$ cat src/rtl/multi_chan_sync.sv
// N-channel input synchronizer bank with rise/fall pulses and sticky event flags.
// Optional glitch filter after the chain is enabled by defining MULTI_SYNC_FILTER_EN.
module multi_chan_sync #(
    parameter int CHANNELS    = 8,
    parameter int STAGES      = 2,
    parameter int FILT_CYCLES = 4
) (
    input  logic                clk,
    input  logic                rst,
    input  logic                ena,
    input  logic [CHANNELS-1:0] async_in,
    input  logic [CHANNELS-1:0] flag_clr,
    output logic [CHANNELS-1:0] sync_out,
    output logic [CHANNELS-1:0] rise_pulse,
    output logic [CHANNELS-1:0] fall_pulse,
    output logic [CHANNELS-1:0] event_flags,
    output logic                event_any
);

    localparam int SD = (STAGES < 2) ? 2 : STAGES;

    logic [CHANNELS-1:0] r_chain [SD];
    logic [CHANNELS-1:0] r_prev;
    logic [CHANNELS-1:0] r_flags;
    logic [CHANNELS-1:0] w_level;
    logic [CHANNELS-1:0] w_rise;
    logic [CHANNELS-1:0] w_fall;

    // Plain flop chain: nothing may sit between stages or metastability settling time is lost.
    always_ff @(posedge clk) begin
        if (rst) begin
            for (int i = 0; i < SD; i++) begin
                r_chain[i] <= '0;
            end
        end else if (ena) begin
            r_chain[0] <= async_in;
            for (int i = 1; i < SD; i++) begin
                r_chain[i] <= r_chain[i-1];
            end
        end
    end

`ifdef MULTI_SYNC_FILTER_EN
    localparam int FL = (FILT_CYCLES < 1) ? 1 : ((FILT_CYCLES > 255) ? 255 : FILT_CYCLES);
    localparam logic [7:0] FL_LAST = 8'(FL - 1);

    logic [7:0]          r_cnt [CHANNELS];
    logic [CHANNELS-1:0] r_filt;

    // Filtered level only follows the chain once it has disagreed for FL consecutive enabled cycles.
    always_ff @(posedge clk) begin
        if (rst) begin
            r_filt <= '0;
            for (int c = 0; c < CHANNELS; c++) begin
                r_cnt[c] <= 8'd0;
            end
        end else if (ena) begin
            for (int c = 0; c < CHANNELS; c++) begin
                if (r_chain[SD-1][c] != r_filt[c]) begin
                    if (r_cnt[c] >= FL_LAST) begin
                        r_filt[c] <= r_chain[SD-1][c];
                        r_cnt[c]  <= 8'd0;
                    end else if (r_cnt[c] != 8'hFF) begin
                        r_cnt[c] <= r_cnt[c] + 8'd1;
                    end
                end else begin
                    r_cnt[c] <= 8'd0;
                end
            end
        end
    end

    assign w_level = r_filt;
`else
    assign w_level = r_chain[SD-1];
`endif

    // Pulses are gated by ena; r_prev only advances when enabled, so a held edge is reported later.
    assign w_rise = {CHANNELS{ena}} &  w_level & ~r_prev;
    assign w_fall = {CHANNELS{ena}} & ~w_level &  r_prev;

    always_ff @(posedge clk) begin
        if (rst) begin
            r_prev  <= '0;
            r_flags <= '0;
        end else if (ena) begin
            r_prev  <= w_level;
            r_flags <= (r_flags & ~flag_clr) | w_rise | w_fall;
        end
    end

    assign sync_out    = w_level;
    assign rise_pulse  = w_rise;
    assign fall_pulse  = w_fall;
    assign event_flags = r_flags;
    assign event_any   = |r_flags;

endmodule
$ cat config.mk
export PLATFORM = sky130hd
export DESIGN_NAME = multi_chan_sync
export DESIGN_NICKNAME = d
export VERILOG_FILES = /design/src/rtl/multi_chan_sync.sv
export SDC_FILE = /design/constraint.sdc
export NUM_CORES = 1
export LEC_CHECK = 0
export ABC_AREA = 1
export CORE_ASPECT_RATIO = 0.7
export CORE_UTILIZATION = 48
export CTS_BUF_LIST = sky130_fd_sc_hd__clkbuf_16
export DETAILED_ROUTE_END_ITERATION = 16
export HOLD_SLACK_MARGIN = 0.03
export PLACE_DENSITY = 0.91
export SLEW_MARGIN = 20
export SYNTH_ARGS = -nofsm -noshare
export SYNTH_HDL_FRONTEND = slang
export SYNTH_SLANG_ARGS = --single-unit
$ cat constraint.sdc
create_clock -name clk -period 2 [get_ports clk]
set_input_delay 0.4 -clock clk [delete_from_list [all_inputs] [get_ports clk]]
set_output_delay 0.4 -clock clk [all_outputs]
set_load 0.005 [all_outputs]
==> flow_metrics.tcl, run 1 <==
set metrics [dict create \
    overflow 0 \
    cp_num_cells 5 \
    design.core.area_um2 2900 \
    crit_family "buffers and inverters" \
    die_w_um 69.4 \
    cts_root_buffer "clkbuf_16" \
    area_growth_pct 48.7 \
    final_common_cell "inv_1" \
    crit_buf_inv 4 \
    grt_pass1_vias 1345 \
    start_util_pct 52.5 \
    grt_max_degree 17 \
    cts_tree "yes" \
    synthCells 193 \
    antennaDiodeCount 0 \
    cp_slowest_cell "clkdlybuf4s50_1" \
    hold_ws_ns 0.481 \
    worst_pin_slew_ns 0.217 \
    cts_buffers 5 \
    ys_ff_latch 32 \
    first_pass_iters 5 \
    drv_slew 0 \
    grt_use_met3_pct 6.20 \
    ys_types 16 \
    clkTransAtPathRegs_ns 0.05 \
    crit_chain "clkdlybuf4s15_1 > buf_12 > nand3_1 > inv_1 > clkdlybuf4s50_1" \
    io_pins 52 \
    routed_wirelength_um 3780 \
    r2r_cells 6 \
    place.gp.congestion 0.777 \
    grt_pass1_wl_um 6310 \
    finalSetupViolCount 0 \
    dieArea_um2 3410 \
    status "finished clean" \
    cpPeakStageDelay_ns 0.50 \
    cp_max_fo 16 \
    antenna_left 0 \
    ir_drop_v 0.000491 \
    hold_viol 0 \
    relSlewSlack_pct 85.4 \
    place_hpwl_um 2450 \
    crit_type "input port to output pin" \
    nets 269 \
    period_share_pct 96.8 \
    layout-drive-gt1-share_pct 9.16 \
    finalSetupTns_ns 0 \
    netlist_area_um2 1530 \
    p_leak_nw 1.15 \
    numClockSinks 32 \
    syn_avg_cell_area_um2 7.90 \
    clock_latency_ns 0.27 \
    arrival_ns 1.54 \
    power_density_nw_per_um2 750 \
    critPathCaptureType "output pin" \
    clock.fmax_ghz 0.517 \
    via_count 1405 \
    reg2reg_slack_ns 1.01 \
    busiest_layer "met2" \
    cts_hold_buf 0 \
    min_path_type "flip-flop to flip-flop" \
    htree_levels 2 \
    ys_warn_count 0 \
    wl_per_cell_um 13.2 \
    grt_use_met2_pct 43.9 \
    syn_nets 212 \
    met1_usage_pct 28.0 \
    holdPathStages 2 \
    grt_usage_pct 24.6 \
    startpoint_type "input port" \
    drc 0 \
    clockBufferDepth 2 \
    finClkSkew_ns 0.00659 \
    vias_per_cell 4.90 \
    seq_area_frac_synth_pct 52.5 \
    rsz0062_at_grt "false" \
    final_cell_mix "inv_1, clkdlybuf4s50_1, nand2_1, nand3_1, nor2_1" \
    dr.first_iter.drc_count 87 \
    io_buffers 51 \
    die_y_um 49.2 \
    required_ns 1.60 \
    grt_antenna_before_repair 0 \
    fin_crit_ns 1.94 \
    rows 16 \
    maxCapViolCount 0 \
]
[through the flow]
stage          utilization [%]  cell area (um2)  setup WS [ns]  instances  total power, mW
2_1_floorplan                -             1530          0.630        193            0.875
4_1_cts                   78.1             2270         0.0224        287             1.71
3_5_place_dp              72.3             2100         -0.208        278             1.01
6_report                  78.1             2270         0.0642        287             1.70
3_3_place_gp              72.3             2100         -0.172        278            0.998
5_1_grt                   78.1             2270        0.00174        287             1.78
[worst register-to-register path: stages, from the launching register on]
cell	delay, ns
edfxtp_1	0.41
inv_1	0.11
nand3_1	0.09
buf_4	0.14
nand2_1	0.07
nand2_1	0.06
nand2_1	0.05
[cell families (layout without fill, tap and decap cells)]
logic type | count (synthesis) | after routing | share of synthesized area [%]
AO/OA/AOI/OAI | 16 | 16 | 5.25
buffers and inverters | 66 | 124 | 19.6
flip-flops | 32 | 32 | 52.5
AND/OR/NAND/NOR | 79 | 79 | 22.6
[flip-flops by register name (all words and copies together), names as in the netlist]
signal and cells:
event_flags 8, r_chain 16, r_prev 8
[metal layers]
metal  vias to the layer above  share of wire (%)
met2                        53                 52
met5                         -                  0
met3                         6                6.2
li1                        691                  -
met4                         0                1.7
met1                       655                 40
[Yosys cell counts]
cell	instances	area (um2)
inv_4	1	6.26
inv_1	49	184
o21ai_0	8	40.0
nand2_1	33	124
buf_4	10	75.1
inv_2	1	3.75
nand3_1	24	120
edfxtp_1	16	480
nor2_8	1	20.0
buf_2	3	15.0
buf_6	1	11.3
nor2_1	20	75.1
a21oi_1	8	40.0
nand4_1	1	6.26
dfxtp_1	16	320
clkbuf_1	1	3.75
[final cells by class]
type | count | area (um2)
Fill cell | 190 | 634
Inverter | 51 | 194
Timing Repair Buffer | 65 | 666
Tap cell | 36 | 45.0
Sequential cell | 32 | 801
Clock inverter | 3 | 12.5
Clock buffer | 5 | 125
Multi-Input combinational cell | 95 | 425
[path summary, 6_finish.rpt]
path                                start                     endpoint
min           event_flags[5]$_SDFFE_PP0P_  event_flags[5]$_SDFFE_PP0P_
max                                   ena                fall_pulse[3]
min reg2reg   event_flags[5]$_SDFFE_PP0P_  event_flags[5]$_SDFFE_PP0P_
max reg2reg  r_chain[0][10]$_SDFFCE_PN0P_  event_flags[2]$_SDFFE_PP0P_
[report_power, final]
part           internal [mW]  switching, mW  total, mW  leakage, nW
clock                  0.447          0.242      0.690       0.0762
combinational          0.143          0.110      0.253        0.769
sequential             0.734         0.0251      0.759        0.307
total                   1.32          0.378       1.70         1.15
[what timing repair did]
item,4_1_cts,5_1_grt
gates cloned,1,0
gates resized for setup,1,1
pin swaps,0,0
endpoints found under the setup margin,16,3
setup buffers,0,0
(Power assumes the default switching activity.)
==> inputs of run 2 (changes only) <==
--- a/config.mk
+++ b/config.mk
@@ -9,6 +9,7 @@
 export CORE_ASPECT_RATIO = 0.7
 export CORE_UTILIZATION = 48
 export CTS_BUF_LIST = sky130_fd_sc_hd__clkbuf_16
+export CTS_CLUSTER_DIAMETER = 60
 export DETAILED_ROUTE_END_ITERATION = 16
 export HOLD_SLACK_MARGIN = 0.03
 export PLACE_DENSITY = 0.91
==> results of run 2 <==
No change in the layout: final DEF, timing and power equal those of run 1.
==> inputs of run 3 (changes only) <==
--- a/config.mk
+++ b/config.mk
@@ -5,11 +5,10 @@
 export SDC_FILE = /design/constraint.sdc
 export NUM_CORES = 1
 export LEC_CHECK = 0
-export ABC_AREA = 1
 export CORE_ASPECT_RATIO = 0.7
 export CORE_UTILIZATION = 48
 export CTS_BUF_LIST = sky130_fd_sc_hd__clkbuf_16
-export CTS_CLUSTER_DIAMETER = 60
+export CTS_CLUSTER_DIAMETER = 30
 export DETAILED_ROUTE_END_ITERATION = 16
 export HOLD_SLACK_MARGIN = 0.03
 export PLACE_DENSITY = 0.91
==> flow_metrics.tcl, run 3 <==
set metrics [dict create \
    status "finished clean" \
    die_w_um 69.1 \
    seq_power_share_pct 46.0 \
    largest_register_ffs 16 \
    finClkSkew_ns 0.00342 \
    io_pins 52 \
    grt_max_degree 19 \
    synth_top_cell_by_area "edfxtp_1" \
    synth-simple-area-share_pct 20.7 \
    cts_root_buffer "clkbuf_16" \
    ys_ff_latch 32 \
    synth_xor_xnor_area_share_pct 4.63 \
    grt_usage_pct 19.4 \
    hold_viol 0 \
    start_util_pct 52.2 \
    synth_flop_cell "edfxtp_1" \
    numClockSinks 32 \
    arrival_ns 1.50 \
    syn_avg_cell_area_um2 12.0 \
    syn_nets 145 \
    clock_latency_ns 0.27 \
    min_path_type "flip-flop to flip-flop" \
    p_int_mw 1.34 \
    dr.first_iter.drc_count 57 \
    relSlewSlack_pct 75.8 \
    r2r-start "r_chain[0][14]$_SDFFCE_PN0P_" \
    power_density_nw_per_um2 780 \
    ys_types 19 \
    die_y_um 49.0 \
    p_clk_share_pct 40.1 \
    wl_per_cell_um 13.7 \
    via_count 1071 \
    ir_drop_v 0.000564 \
    vias_per_cell 5.03 \
    hold_ws_ns 0.518 \
    top_register "r_chain" \
    reg2reg_slack_ns 1.11 \
    cts_hold_buf 0 \
    pwr-share-comb_pct 13.9 \
    startpoint_type "input port" \
    synth.area.mux_share_pct 5.29 \
    final_cell_mix "clkdlybuf4s50_1, and3b_1, and2_1, dfxtp_1, edfxtp_1" \
    cp_max_fo 9 \
    drv_slew 0 \
    clockBufferDepth 2 \
    synthArstFlopShare_pct 0 \
    synthCells 126 \
    fillers 187 \
    grt_pass1_vias 1048 \
    timing.final.ws_setup_ns 0.100 \
    critPathLaunch "ena" \
    crit_type "input port to output pin" \
    finalSetupViolCount 0 \
    rsz0062_at_grt "false" \
    htree_levels 2 \
    synth_compound_area_share_pct 8.60 \
    clock.fmax_ghz 0.526 \
    rows 16 \
    required_ns 1.60 \
    layout-drive-gt1-share_pct 10.2 \
    nets 195 \
    power_switching_mw 0.341 \
    cts_buffers 5 \
    area_growth_pct 42.1 \
    routed_wirelength_um 2920 \
    netlist_area_um2 1510 \
    dieArea_um2 3390 \
    synth_top_area_share_pct 31.7 \
    drc 0 \
    synth_area_leaders "edfxtp_1, dfxtp_1, and3b_1" \
    seq_area_frac_synth_pct 52.9 \
    post-place-ws_ns -0.149 \
    place_hpwl_um 2180 \
    first_pass_iters 4 \
    period_share_pct 95.0 \
    critPathCaptureType "output pin" \
    hp-start "r_chain[0][5]$_SDFFCE_PN0P_" \
    p_sw_share_pct 20.3 \
    yosys.area_share.adder_pct 0 \
    overflow 0 \
    synth_edf_count 16 \
    io_buffers 51 \
    antennaDiodeCount 0 \
    place.gp.congestion 0.774 \
    synth_top_family_by_area "simple AND/OR/NAND/NOR gates" \
    p_leak_nw 0.886 \
    grt_antenna_before_repair 0 \
    ys_warn_count 0 \
    cts_tree "yes" \
    antenna_left 0 \
    final_common_cell "clkdlybuf4s50_1" \
    grt_pass1_wl_um 4950 \
    design.core.area_um2 2900 \
    worst_pin_slew_ns 0.364 \
    synth_common_cells "and2_1, and3b_1, dfxtp_1, edfxtp_1, buf_4" \
    fin_crit_ns 1.90 \
    clkTransAtPathRegs_ns 0.05 \
    maxCapViolCount 0 \
]
[run 3: cell type report]
class	instances	area [um2]	area share [%]
well taps	36	45.0	2.09
clock buffers	5	125	5.81
flip-flops and latches	32	801	37.2
multi-input cells	78	593	27.6
clock inverters	3	11.3	0.523
repair buffers	59	577	26.8
[run 3: kinds of logic (layout without fill, tap and decap cells)]
kind of cell / count (synthesis) / after routing
DFF: 32 / 32
xor gates and xnor gates: 8 / 8
buffers and inverters: 16 / 67
and+or+nand+nor: 46 / 46
AOI/OAI and AO/OA: 16 / 16
muxes: 8 / 8
[run 3: timing repair]
action / CTS / global route
setup endpoints to repair: 16 / 0
buffers inserted: 1 / 0
endpoints found under the hold margin: 0 / 0
gates resized for setup: 3 / 0
[run 3: worst paths after layout]
path,end,depth (start not counted)
max,rise_pulse[3],4
min reg2reg,r_chain[0][13]$_SDFFCE_PN0P_,1
min,r_chain[0][13]$_SDFFCE_PN0P_,1
max reg2reg,event_flags[6]$_SDFFE_PP0P_,2
[run 3: power by group through the flow]
stage	registers, mW	clock network (mW)	logic (mW)
CTS	0.772	0.688	0.236
finish	0.772	0.673	0.234
global route	0.778	0.723	0.252
floorplan	0.774	0	0.121
global placement	0.779	0	0.226
detailed placement	0.784	0	0.232
[run 3: metal layers]
layer  up-vias  GRT usage, %  share of wire [%]
met1       491          22.1                 41
met2        41          33.3                 51
met5         -             0                  0
met4         0          8.16               0.96
met3         4          6.82                7.0
li1        535             -                  -
[run 3: critical path: stages]
cell and delay, ns:
dlygate4sd2_1 0.26, buf_6 0.14, and3b_1 0.18, clkdlybuf4s50_1 0.51
[run 3: per-stage QoR]
stage	power, mW	instance area, um2	cells	utilization [%]	setup TNS [ns]
6_report	1.68	2150	213	74.1	0
3_3_place_gp	1.00	2000	204	69.0	-1.53
3_5_place_dp	1.02	2000	204	69.0	-1.92
5_1_grt	1.75	2150	213	74.1	0
2_1_floorplan	0.894	1510	126	-	0
4_1_cts	1.70	2150	213	74.1	0
